[src/rtl/axi4_pkg.sv]
// rtl/axi4_pkg.sv - shared AXI4 burst/response types and beat address helper
package axi4_pkg;

    typedef enum logic [1:0] {
        BURST_FIXED = 2'b00,
        BURST_INCR  = 2'b01,
        BURST_WRAP  = 2'b10
    } axi_burst_e;

    localparam logic [1:0] RESP_OKAY   = 2'b00;
    localparam logic [1:0] RESP_EXOKAY = 2'b01;
    localparam logic [1:0] RESP_SLVERR = 2'b10;
    localparam logic [1:0] RESP_DECERR = 2'b11;

    // Address is carried at 64 bits so every AXI block can share one helper.
    // The reserved burst encoding falls through to INCR.
    function automatic logic [63:0] next_beat_addr(
        input logic [63:0] addr,
        input logic [2:0]  size,
        input logic [7:0]  len,
        input logic [1:0]  burst
    );
        logic [63:0] incr;
        logic [63:0] nxt;
        logic [63:0] wrap_bytes;
        logic [63:0] mask;
        incr       = 64'd1 << size;
        nxt        = addr + incr;
        wrap_bytes = ({56'd0, len} + 64'd1) << size;
        mask       = wrap_bytes - 64'd1;
        case (burst)
            2'b00:   next_beat_addr = addr;
            2'b10:   next_beat_addr = (addr & ~mask) | (nxt & mask);
            default: next_beat_addr = nxt;
        endcase
    endfunction

endpackage

[src/rtl/axi4_beat_addr_gen.sv]
// rtl/axi4_beat_addr_gen.sv - combinational next-beat address for a burst
module axi4_beat_addr_gen
    import axi4_pkg::*;
#(
    parameter int ADDR_W = 32
) (
    input  logic [ADDR_W-1:0] addr,
    input  logic [2:0]        size,
    input  logic [7:0]        len,
    input  logic [1:0]        burst,
    output logic [ADDR_W-1:0] next_addr
);

    logic [63:0] nxt_wide;
    logic        unused_hi;

    always_comb begin
        nxt_wide = next_beat_addr(64'(addr), size, len, burst);
    end

    assign next_addr = nxt_wide[ADDR_W-1:0];
    assign unused_hi = ^nxt_wide;

endmodule

[src/rtl/axi4_basic_slave_responder.sv]
// rtl/axi4_basic_slave_responder.sv - AXI4 sink: absorbs writes, answers reads with address-derived data
module axi4_basic_slave_responder
    import axi4_pkg::*;
#(
    parameter int          ID_W       = 4,
    parameter int          ADDR_W     = 32,
    parameter int          DATA_W     = 32,
    parameter logic [31:0] RD_PATTERN = 32'hA5A5_0000
) (
    input  logic                aclk,
    input  logic                aresetn,
    input  logic [ID_W-1:0]     s_awid,
    input  logic [ADDR_W-1:0]   s_awaddr,
    input  logic [7:0]          s_awlen,
    input  logic [2:0]          s_awsize,
    input  logic [1:0]          s_awburst,
    input  logic                s_awvalid,
    output logic                s_awready,
    input  logic [DATA_W-1:0]   s_wdata,
    input  logic [DATA_W/8-1:0] s_wstrb,
    input  logic                s_wlast,
    input  logic                s_wvalid,
    output logic                s_wready,
    output logic [ID_W-1:0]     s_bid,
    output logic [1:0]          s_bresp,
    output logic                s_bvalid,
    input  logic                s_bready,
    input  logic [ID_W-1:0]     s_arid,
    input  logic [ADDR_W-1:0]   s_araddr,
    input  logic [7:0]          s_arlen,
    input  logic [2:0]          s_arsize,
    input  logic [1:0]          s_arburst,
    input  logic                s_arvalid,
    output logic                s_arready,
    output logic [ID_W-1:0]     s_rid,
    output logic [DATA_W-1:0]   s_rdata,
    output logic [1:0]          s_rresp,
    output logic                s_rlast,
    output logic                s_rvalid,
    input  logic                s_rready
);

    localparam logic [2:0] MAX_SIZE = 3'($clog2(DATA_W / 8));
    localparam int         WIDE_W   = ADDR_W + DATA_W + 32;

    typedef enum logic [1:0] {W_IDLE, W_DATA, W_RESP} w_state_e;
    typedef enum logic       {R_IDLE, R_DATA}         r_state_e;

    w_state_e          w_state;
    logic [ID_W-1:0]   w_id;
    logic [7:0]        w_len;
    logic [7:0]        w_cnt;
    logic              w_err;
    logic              w_last_beat;
    logic              w_beat_err;

    r_state_e          r_state;
    logic [ADDR_W-1:0] r_addr;
    logic [7:0]        r_len;
    logic [2:0]        r_size;
    logic [1:0]        r_burst;
    logic [7:0]        r_beat;
    logic [ADDR_W-1:0] r_next_addr;
    logic [ADDR_W-1:0] r_data_addr;
    logic [WIDE_W-1:0] r_word;
    logic [2:0]        ar_size_clamped;
    logic              unused_inputs;

    assign unused_inputs = ^{s_awaddr, s_awsize, s_awburst, s_wdata, s_wstrb, r_word};

    // Write path: data is dropped, only the beat count and wlast placement matter.
    assign w_last_beat = (w_cnt == w_len);
    assign w_beat_err  = (s_wlast != w_last_beat);

    always_ff @(posedge aclk or negedge aresetn) begin
        if (!aresetn) begin
            w_state   <= W_IDLE;
            s_awready <= 1'b0;
            s_wready  <= 1'b0;
            s_bvalid  <= 1'b0;
            s_bid     <= '0;
            s_bresp   <= RESP_OKAY;
            w_id      <= '0;
            w_len     <= '0;
            w_cnt     <= '0;
            w_err     <= 1'b0;
        end else begin
            case (w_state)
                W_IDLE: begin
                    s_awready <= 1'b1;
                    if (s_awvalid && s_awready) begin
                        s_awready <= 1'b0;
                        s_wready  <= 1'b1;
                        w_id      <= s_awid;
                        w_len     <= s_awlen;
                        w_cnt     <= '0;
                        w_err     <= 1'b0;
                        w_state   <= W_DATA;
                    end
                end
                W_DATA: begin
                    if (s_wvalid && s_wready) begin
                        w_cnt <= w_cnt + 8'd1;
                        w_err <= w_err | w_beat_err;
                        if (w_last_beat || s_wlast) begin
                            s_wready <= 1'b0;
                            s_bvalid <= 1'b1;
                            s_bid    <= w_id;
                            s_bresp  <= (w_err || w_beat_err) ? RESP_SLVERR : RESP_OKAY;
                            w_state  <= W_RESP;
                        end
                    end
                end
                W_RESP: begin
                    if (s_bready) begin
                        s_bvalid  <= 1'b0;
                        s_bresp   <= RESP_OKAY;
                        s_awready <= 1'b1;
                        w_state   <= W_IDLE;
                    end
                end
                default: w_state <= W_IDLE;
            endcase
        end
    end

    // Read path: rdata is registered, so it is computed from the address the
    // next beat will carry (the AR address on accept, the stepped one otherwise).
    assign ar_size_clamped = (s_arsize > MAX_SIZE) ? MAX_SIZE : s_arsize;
    assign r_data_addr     = (r_state == R_IDLE) ? s_araddr : r_next_addr;
    assign r_word          = WIDE_W'(r_data_addr) ^ WIDE_W'(RD_PATTERN);

    axi4_beat_addr_gen #(
        .ADDR_W (ADDR_W)
    ) u_beat_addr_gen (
        .addr      (r_addr),
        .size      (r_size),
        .len       (r_len),
        .burst     (r_burst),
        .next_addr (r_next_addr)
    );

    always_ff @(posedge aclk or negedge aresetn) begin
        if (!aresetn) begin
            r_state   <= R_IDLE;
            s_arready <= 1'b0;
            s_rvalid  <= 1'b0;
            s_rid     <= '0;
            s_rdata   <= '0;
            s_rresp   <= RESP_OKAY;
            s_rlast   <= 1'b0;
            r_addr    <= '0;
            r_len     <= '0;
            r_size    <= '0;
            r_burst   <= '0;
            r_beat    <= '0;
        end else begin
            case (r_state)
                R_IDLE: begin
                    s_arready <= 1'b1;
                    if (s_arvalid && s_arready) begin
                        s_arready <= 1'b0;
                        s_rvalid  <= 1'b1;
                        s_rid     <= s_arid;
                        s_rdata   <= r_word[DATA_W-1:0];
                        s_rresp   <= RESP_OKAY;
                        s_rlast   <= (s_arlen == 8'd0);
                        r_addr    <= s_araddr;
                        r_len     <= s_arlen;
                        r_size    <= ar_size_clamped;
                        r_burst   <= s_arburst;
                        r_beat    <= '0;
                        r_state   <= R_DATA;
                    end
                end
                R_DATA: begin
                    if (s_rready) begin
                        if (s_rlast) begin
                            s_rvalid  <= 1'b0;
                            s_rlast   <= 1'b0;
                            s_arready <= 1'b1;
                            r_state   <= R_IDLE;
                        end else begin
                            r_addr  <= r_next_addr;
                            s_rdata <= r_word[DATA_W-1:0];
                            r_beat  <= r_beat + 8'd1;
                            s_rlast <= ((r_beat + 8'd1) == r_len);
                        end
                    end
                end
                default: r_state <= R_IDLE;
            endcase
        end
    end

endmodule

[config.mk]
export PLATFORM = sky130hd
export DESIGN_NAME = axi4_basic_slave_responder
export DESIGN_NICKNAME = d
export VERILOG_FILES = /design/src/rtl/axi4_pkg.sv /design/src/rtl/axi4_beat_addr_gen.sv /design/src/rtl/axi4_basic_slave_responder.sv
export SDC_FILE = /design/constraint.sdc
export NUM_CORES = 1
export LEC_CHECK = 0
export BUFFER_PORTS_ARGS = -buffer_cell sky130_fd_sc_hd__clkbuf_2
export CAP_MARGIN = 10
export CELL_PAD_IN_SITES_DETAIL_PLACEMENT = 2
export CELL_PAD_IN_SITES_GLOBAL_PLACEMENT = 2
export CORE_MARGIN = 1
export CORE_UTILIZATION = 33
export DETAILED_ROUTE_END_ITERATION = 6
export GPL_TIMING_DRIVEN = 0
export PLACE_DENSITY = 0.83
export SLEW_MARGIN = 5
export SYNTH_ARGS = -nofsm -noshare
export SYNTH_HDL_FRONTEND = slang
export SYNTH_SLANG_ARGS = --single-unit
[constraint.sdc]
create_clock -name aclk -period 9.2 [get_ports aclk]
set_input_delay 0.92 -clock aclk [delete_from_list [all_inputs] [get_ports aclk]]
set_output_delay 0.92 -clock aclk [all_outputs]
set_load 0.01 [all_outputs]
Word level (Yosys, flattened, before mapping)

Index checks and enable logic that the tools add are counted.

Add/sub/neg operators: 5
Order comparisons: 1
Eq/ne operators: 14
Shift operators: 2
Mux-type cells: 57
Bitwise gates (word level): 7
Reduce and logical (&&, ||, !) cells: 23

Operator list:

| kind                    | count |
|---|---|
| $mux W32                | 7 |
| $pmux W32 S2            | 3 |
| $and A32 B32 Y32        | 2 |
| $shl A64 B3 Y32         | 1 |
| $mux W8                 | 5 |
| $add A32 B32 Y32        | 1 |
| $not A32 Y32            | 1 |
| $or A32 B32 Y32         | 1 |
| $pmux W8 S2             | 2 |
| $shl A1 B3 Y32 const A  | 1 |
| $sub A32 B1 Y32 const B | 1 |
| $mux W1                 | 22 |
| $add A8 B1 Y8 const B   | 2 |
| $eq A8 B8 Y1            | 2 |
| $pmux W1 S2             | 8 |
| $mux W2                 | 7 |
| $ne A2 B2 Y1 const B    | 7 |
| $reduce_and A3 Y1       | 4 |
| $reduce_and A4 Y1       | 3 |
| $reduce_and A2 Y1       | 5 |
| $add A8 B1 Y9 const B   | 1 |
| $logic_not A8 Y1        | 1 |
| $not A8 Y8              | 1 |
| $pmux W2 S3             | 1 |
| other kinds (13)        | 20 |

Flip-flop bits (word level): 125
Bits of input ports: 142
Output and inout port bits: 50
Logic and storage cells: 130

Longest topological paths before layout

Depth in word-level cells: 12
Depth in mapped cells: 17
Gate-level depth less buffers: 15

Cells and area by module

Synthesis repeated with hierarchy kept, for this count alone.

Cells, all modules: 857
Area total of the unflattened synthesis: 7337.0 um^2

By module, submodules not included:

| module                     | times used | cells each | area an instance (um^2) | seq. area each (um^2) |
|---|---|---|---|---|
| axi4_basic_slave_responder | 1          | 466        | 4775.8                  | 2502.4 |
| axi4_beat_addr_gen         | 1          | 391        | 2561.2                  | 0.0 |

Least setup slack after synthesis

No wires, ideal clock.

Path kind: reg2reg
Start point: register r_len[0]
End point: register s_rdata[31]
Library setup time: 0.123 ns
Data arrival time: 3.245 ns
Data required time: 9.077 ns
Path slack: 5.833 ns
Stages on the path, launching flop included: 16
Path buffers: 0
Clock period less this slack: 3.367 ns
Path through: dfrtp_1 ha_1 nand3_2 xor2_1 o211ai_2 o41ai_4 nand3_4 nor3_4 and3_2 ha_1 a21oi_1 nor3b_1 nand3_1 xor2_1 a21oi_1 nor2_1

Word-level cells in the longest chain between the ends: 12
Elaborated cells between the ends (all ways): 14
Those cells by class: 2 x add/sub; 1 x shift; 6 x mux; 5 x bitwise

RTL lines:

| what                     | line                              | source |
|---|---|---|
| start: declaration       | axi4_basic_slave_responder.sv:59  | `logic [7:0] r_len;` |
| start signal: assignment | axi4_basic_slave_responder.sv:169 | `r_len <= s_arlen;` |
| $add A8 B1 Y9 (*)        | axi4_pkg.sv:29                    | `wrap_bytes = ({56'd0, len} + 64'd1) << size;` |
| $shl A64 B3 Y32 (*)      | axi4_pkg.sv:29                    |  |
| $sub A32 B1 Y32 (*)      | axi4_pkg.sv:30                    | `mask = wrap_bytes - 64'd1;` |
| $not A32 Y32             | axi4_pkg.sv:33                    | `2'b10: next_beat_addr = (addr & ~mask) \| (nxt & mask);` |
| $and A32 B32 Y32         | axi4_pkg.sv:33                    |  |
| $or A32 B32 Y32 (*)      | axi4_pkg.sv:33                    |  |
| $pmux W32 S2 (*)         | axi4_pkg.sv:31                    | `case (burst)` |
| $mux W32 (*)             | axi4_basic_slave_responder.sv:130 | `assign r_data_addr = (r_state == R_IDLE) ? s_araddr : r_next_addr;` |
| $not A8 Y8 (no line) (*) | -                                 |  |
| $mux W32                 | axi4_basic_slave_responder.sv:178 | `if (s_rlast) begin` |
| $mux W32                 | axi4_basic_slave_responder.sv:177 | `if (s_rready) begin` |
| $pmux W32 S2 (*)         | axi4_basic_slave_responder.sv:158 | `case (r_state)` |
| end signal: assignment   | axi4_basic_slave_responder.sv:165 | `s_rdata <= r_word[DATA_W-1:0];` |
| end signal: assignment   | axi4_basic_slave_responder.sv:185 | `s_rdata <= r_word[DATA_W-1:0];` |
| end: declaration         | axi4_basic_slave_responder.sv:36  | `output logic [DATA_W-1:0] s_rdata,` |

Every way passes the cells marked *; elsewhere a longest branch is shown, timed or not. The select of a mux whose other input is x is not followed.
A chain may end at the register's enable or synchronous reset.

Worst setup path after layout

Start point: register r_len[0]
End point: register r_addr[31]

Word-level cells in the longest chain between the ends: 10
Elaborated cells between the ends (all ways): 11
Those cells by class: 2 x add/sub; 1 x shift; 4 x mux; 4 x bitwise

RTL lines:

| what                   | line                              | source |
|---|---|---|
| $add A8 B1 Y9 (*)      | axi4_pkg.sv:29                    |  |
| $shl A64 B3 Y32 (*)    | axi4_pkg.sv:29                    |  |
| $sub A32 B1 Y32 (*)    | axi4_pkg.sv:30                    |  |
| $not A32 Y32           | axi4_pkg.sv:33                    |  |
| $and A32 B32 Y32       | axi4_pkg.sv:33                    |  |
| $or A32 B32 Y32 (*)    | axi4_pkg.sv:33                    |  |
| $pmux W32 S2 (*)       | axi4_pkg.sv:31                    |  |
| $mux W32 (*)           | axi4_basic_slave_responder.sv:178 |  |
| $mux W32 (*)           | axi4_basic_slave_responder.sv:177 |  |
| $pmux W32 S2 (*)       | axi4_basic_slave_responder.sv:158 |  |
| end signal: assignment | axi4_basic_slave_responder.sv:168 | `r_addr <= s_araddr;` |
| end signal: assignment | axi4_basic_slave_responder.sv:184 | `r_addr <= r_next_addr;` |
| end: declaration       | axi4_basic_slave_responder.sv:58  | `logic [ADDR_W-1:0] r_addr;` |

Marks and branches as above.

==> run_results.csv <==
group,metric,value,unit
finish,area_growth,17.7,%
finish,nets,1148,
detailed_routing,drc_errors,0,
floorplanning,initial_utilization,34.1,%
worst_setup_path,crit_family,"simple AND/OR/NAND/NOR gates",
synthesis,syn-cell-area,0.00727,mm2
floorplanning,die_w,150,um
finish,drive_gt1_share,22.7,%
min_path,hp-class,"register to register",
timing,slew_viol_final,0,
cts,clk_pin_slew,0.08,ns
timing,final.setup.tns,0,ns
power,p_per_area,354,mW/mm2
detailed_routing,antenna_left,0,
synthesis,synth_edf_count,0,
finish,num_antenna_cells,0,
outcome,status,"finished, final reports clean",
timing,period_share,45.4,%
worst_setup_path,cp.arrival,4.42,ns
job,cap_violations,0,
timing,finalSetupViolations,0,
synthesis,synth_flop_cell,"dfrtp_1",
worst_setup_path,crit_chain,"ha_1 -> nand3_2 -> xor2_1 -> o211ai_1 -> o31ai_2 -> nand3_4 -> nor3_4 -> and3_2 -> ha_1 -> a21oi_1 -> nor3b_1 -> nand3_1 -> xor2_1 -> a21oi_1 -> a21o_1",
cts,cts_buffers,9,
placed_design,pre_cts_ws,5.07,ns
grt,antenna_found_initial,0,
worst_setup_path,critPathCaptureType,"register",
worst_setup_path,worst_r2r_path_depth,15,
worst_setup_path,max_stage_delay,0.48,ns
synthesis,synth_seq_area_share,34.4,%
detailed_routing,drt_first_pass_iters,5,
timing,rsz0062_at_grt,"false",
synthesis,async_flop_share,100,%
timing,slew_headroom,39.2,%
detailed_routing,drtIter0Drc,267,
detailed_routing,routed_wl,27700,um
detailed_routing,routedWlPerCell,21.8,um
timing,final_hold_viol_count,0,
grt,gr-usage-all-layers,25.2,%
cts,cts_hold_buf,0,
synthesis,synth_cell_types,94,
synthesis,yosys_warnings,0,
grt,grt_max_degree,53,
timing,fin_skew,0.0115,ns
power,power.leakage,3.71,nW
floorplanning,die_h,150,um
timing,worst_slack,5.02,ns
floorplanning,io_pins,192,
worst_setup_path,critPathSlowestCell,"dfrtp_1",
synthesis,synth_top_area_share,34.4,%
worst_setup_path,worst-path-max-fanout,8,
cts,clock_sinks,100,
finish,fill_cells,2486,
worst_setup_path,start_kind,"register",
floorplanning,die_area,0.0226,mm2
cts,post_cts_buffers,0,
worst_setup_path,critical_path_class,"register to register",
synthesis,yosysTopAreaCell,"dfrtp_1",
finish,final_cell_mix,"123 x nand2_1, 114 x clkbuf_2, 100 x dfrtp_1",
synthesis,ys_ff_latch,100,
worst_setup_path,crit_buf_inv,0,
placed_design,hpwl,20800,um
finish,final_common_cell,"nand2_1",
cts,cts-root-to-sink-buffers,2,
synthesis,syn_avg_cell_area,8.43,um2
cts,cts-root-buf,"clkbuf_16",
worst_setup_path,path_depth,15,
worst_setup_path,cp.required,9.45,ns
grt,first_global_vias,7660,
timing,period_needed,4.18,ns
floorplanning,rows,53,
min_path,min_path_cells,2,
grt,grt.overflow.total,0,
cts,cts_tree,"built",
cts,cts_resized,0,
detailed_routing,detailroute.via_count,7264,
placed_design,gp_congestion,0.860,
power,peakVddDrop,0.115,mV
synthesis,ys_top_cells_by_area,"dfrtp_1 34%, nand2_1 6.4%, a21oi_1 4.0%, xor2_1 3.9%, o21ai_0 3.8%",
placed_design,io_buffers,115,
cts,insertion_delay,0.36,ns
floorplanning,core,0.0213,mm2
synthesis,synthCells,862,
grt,grt_pass1_wl,43000,um
timing,max_freq,239,MHz
cts,htreeDepth,3,
detailed_routing,vias_per_cell,5.72,
timing,worstMarginPinSlew,0.912,ns
[through the flow]
step,power [mW],utilization (%),area [um2],instances,hold WS (ns)
2_1_floorplan,1.98,-,7270,864,0.463
3_3_place_gp,2.50,38.5,8190,1254,0.457
3_5_place_dp,2.59,38.7,8230,1255,0.474
4_1_cts,3.04,40.2,8550,1270,0.489
5_1_grt,3.23,40.2,8550,1270,0.509
6_report,3.03,40.2,8550,1270,0.487
[cell usage after synthesis, types with 5 or more instances]
cell type	n
mux2i_1	5
o21ai_0	55
o31ai_1	6
mux2_2	17
a21oi_1	58
and3_1	7
and2_1	5
a221o_1	5
xnor2_1	21
a21o_1	15
xor2_1	32
inv_1	16
o21a_1	6
ha_1	14
nor4_1	8
buf_2	9
nor3_1	14
or3_1	9
dfrtp_1	100
nand3_1	36
o21ai_1	5
nand2_1	123
o211ai_1	8
nor2b_1	8
a211oi_1	8
nand4_1	12
clkbuf_1	37
a31oi_1	11
o22ai_1	5
buf_4	28
nor2_1	65
nand2b_1	9
[worst paths after layout]
kind	startpoint	slack [ns]	to
setup / recovery	r_len[0]$_DFFE_PN0P_	5.02	r_addr[31]$_DFFE_PN0P_
hold / removal	s_rid[3]$_DFFE_PN0P_	0.49	s_rid[3]$_DFFE_PN0P_
setup reg to reg	r_len[0]$_DFFE_PN0P_	5.02	r_addr[31]$_DFFE_PN0P_
hold reg to reg	s_rid[3]$_DFFE_PN0P_	0.49	s_rid[3]$_DFFE_PN0P_
max in group asynchronous	aresetn	8.07	s_rdata[28]$_DFFE_PN0P_
min in group asynchronous	aresetn	0.51	r_size[0]$_DFFE_PN0P_
[cell type report]
type,count,area (um2),area share [%]
Clock inverter,5,82.6,0.966
Inverter,16,60.1,0.702
Multi-Input combinational cell,669,4280,50.1
Tap cell,275,344,4.02
Timing Repair Buffer,116,612,7.16
Buffer,79,428,5.00
Clock buffer,10,239,2.79
Sequential cell,100,2500,29.3
[worst register-to-register path: stages, from the launching register on]
cell and delay (ns):
dfrtp_1 0.48, ha_1 0.39, nand3_2 0.20, xor2_1 0.33
o211ai_1 0.20, o31ai_2 0.46, nand3_4 0.15, nor3_4 0.48
and3_2 0.28, ha_1 0.14, a21oi_1 0.10, nor3b_1 0.24
nand3_1 0.12, xor2_1 0.17, a21oi_1 0.11, a21o_1 0.21
[sequential cells by signal, indices dropped and copies added, names as in the netlist, 2 cells and up]
| signal | flops |
|---|---|
| r_addr | 8 |
| r_beat | 8 |
| r_burst | 2 |
| r_len | 8 |
| r_size | 3 |
| s_bid | 4 |
| s_rdata | 32 |
| s_rid | 4 |
| w_cnt | 8 |
| w_id | 4 |
| w_len | 8 |
| w_state | 2 |
[kinds of logic after synthesis]
group	after synthesis	synth area share (%)
buf+inv	95	6.72
simple gates	330	22.5
fa+ha+maj	15	2.69
xor+xnor	54	6.61
other cells	1	0.0516
flops	100	34.4
mux	26	4.10
compound gates	241	22.9
[routing by layer]
layer	up-vias	wire length (um)	global-route usage, %
met3	36	1110	2.73
met2	194	13900	44.5
met5	-	0	0
met1	3712	12100	31.8
li1	3322	-	-
met4	0	584	8.03
[power breakdown]
part           total [mW]  switching, mW  internal (mW)
sequential          0.832          0.205          0.627
combinational        1.77           1.08          0.689
clock               0.428          0.181          0.246
total                3.03           1.47           1.56
(Power assumes the default switching activity.)
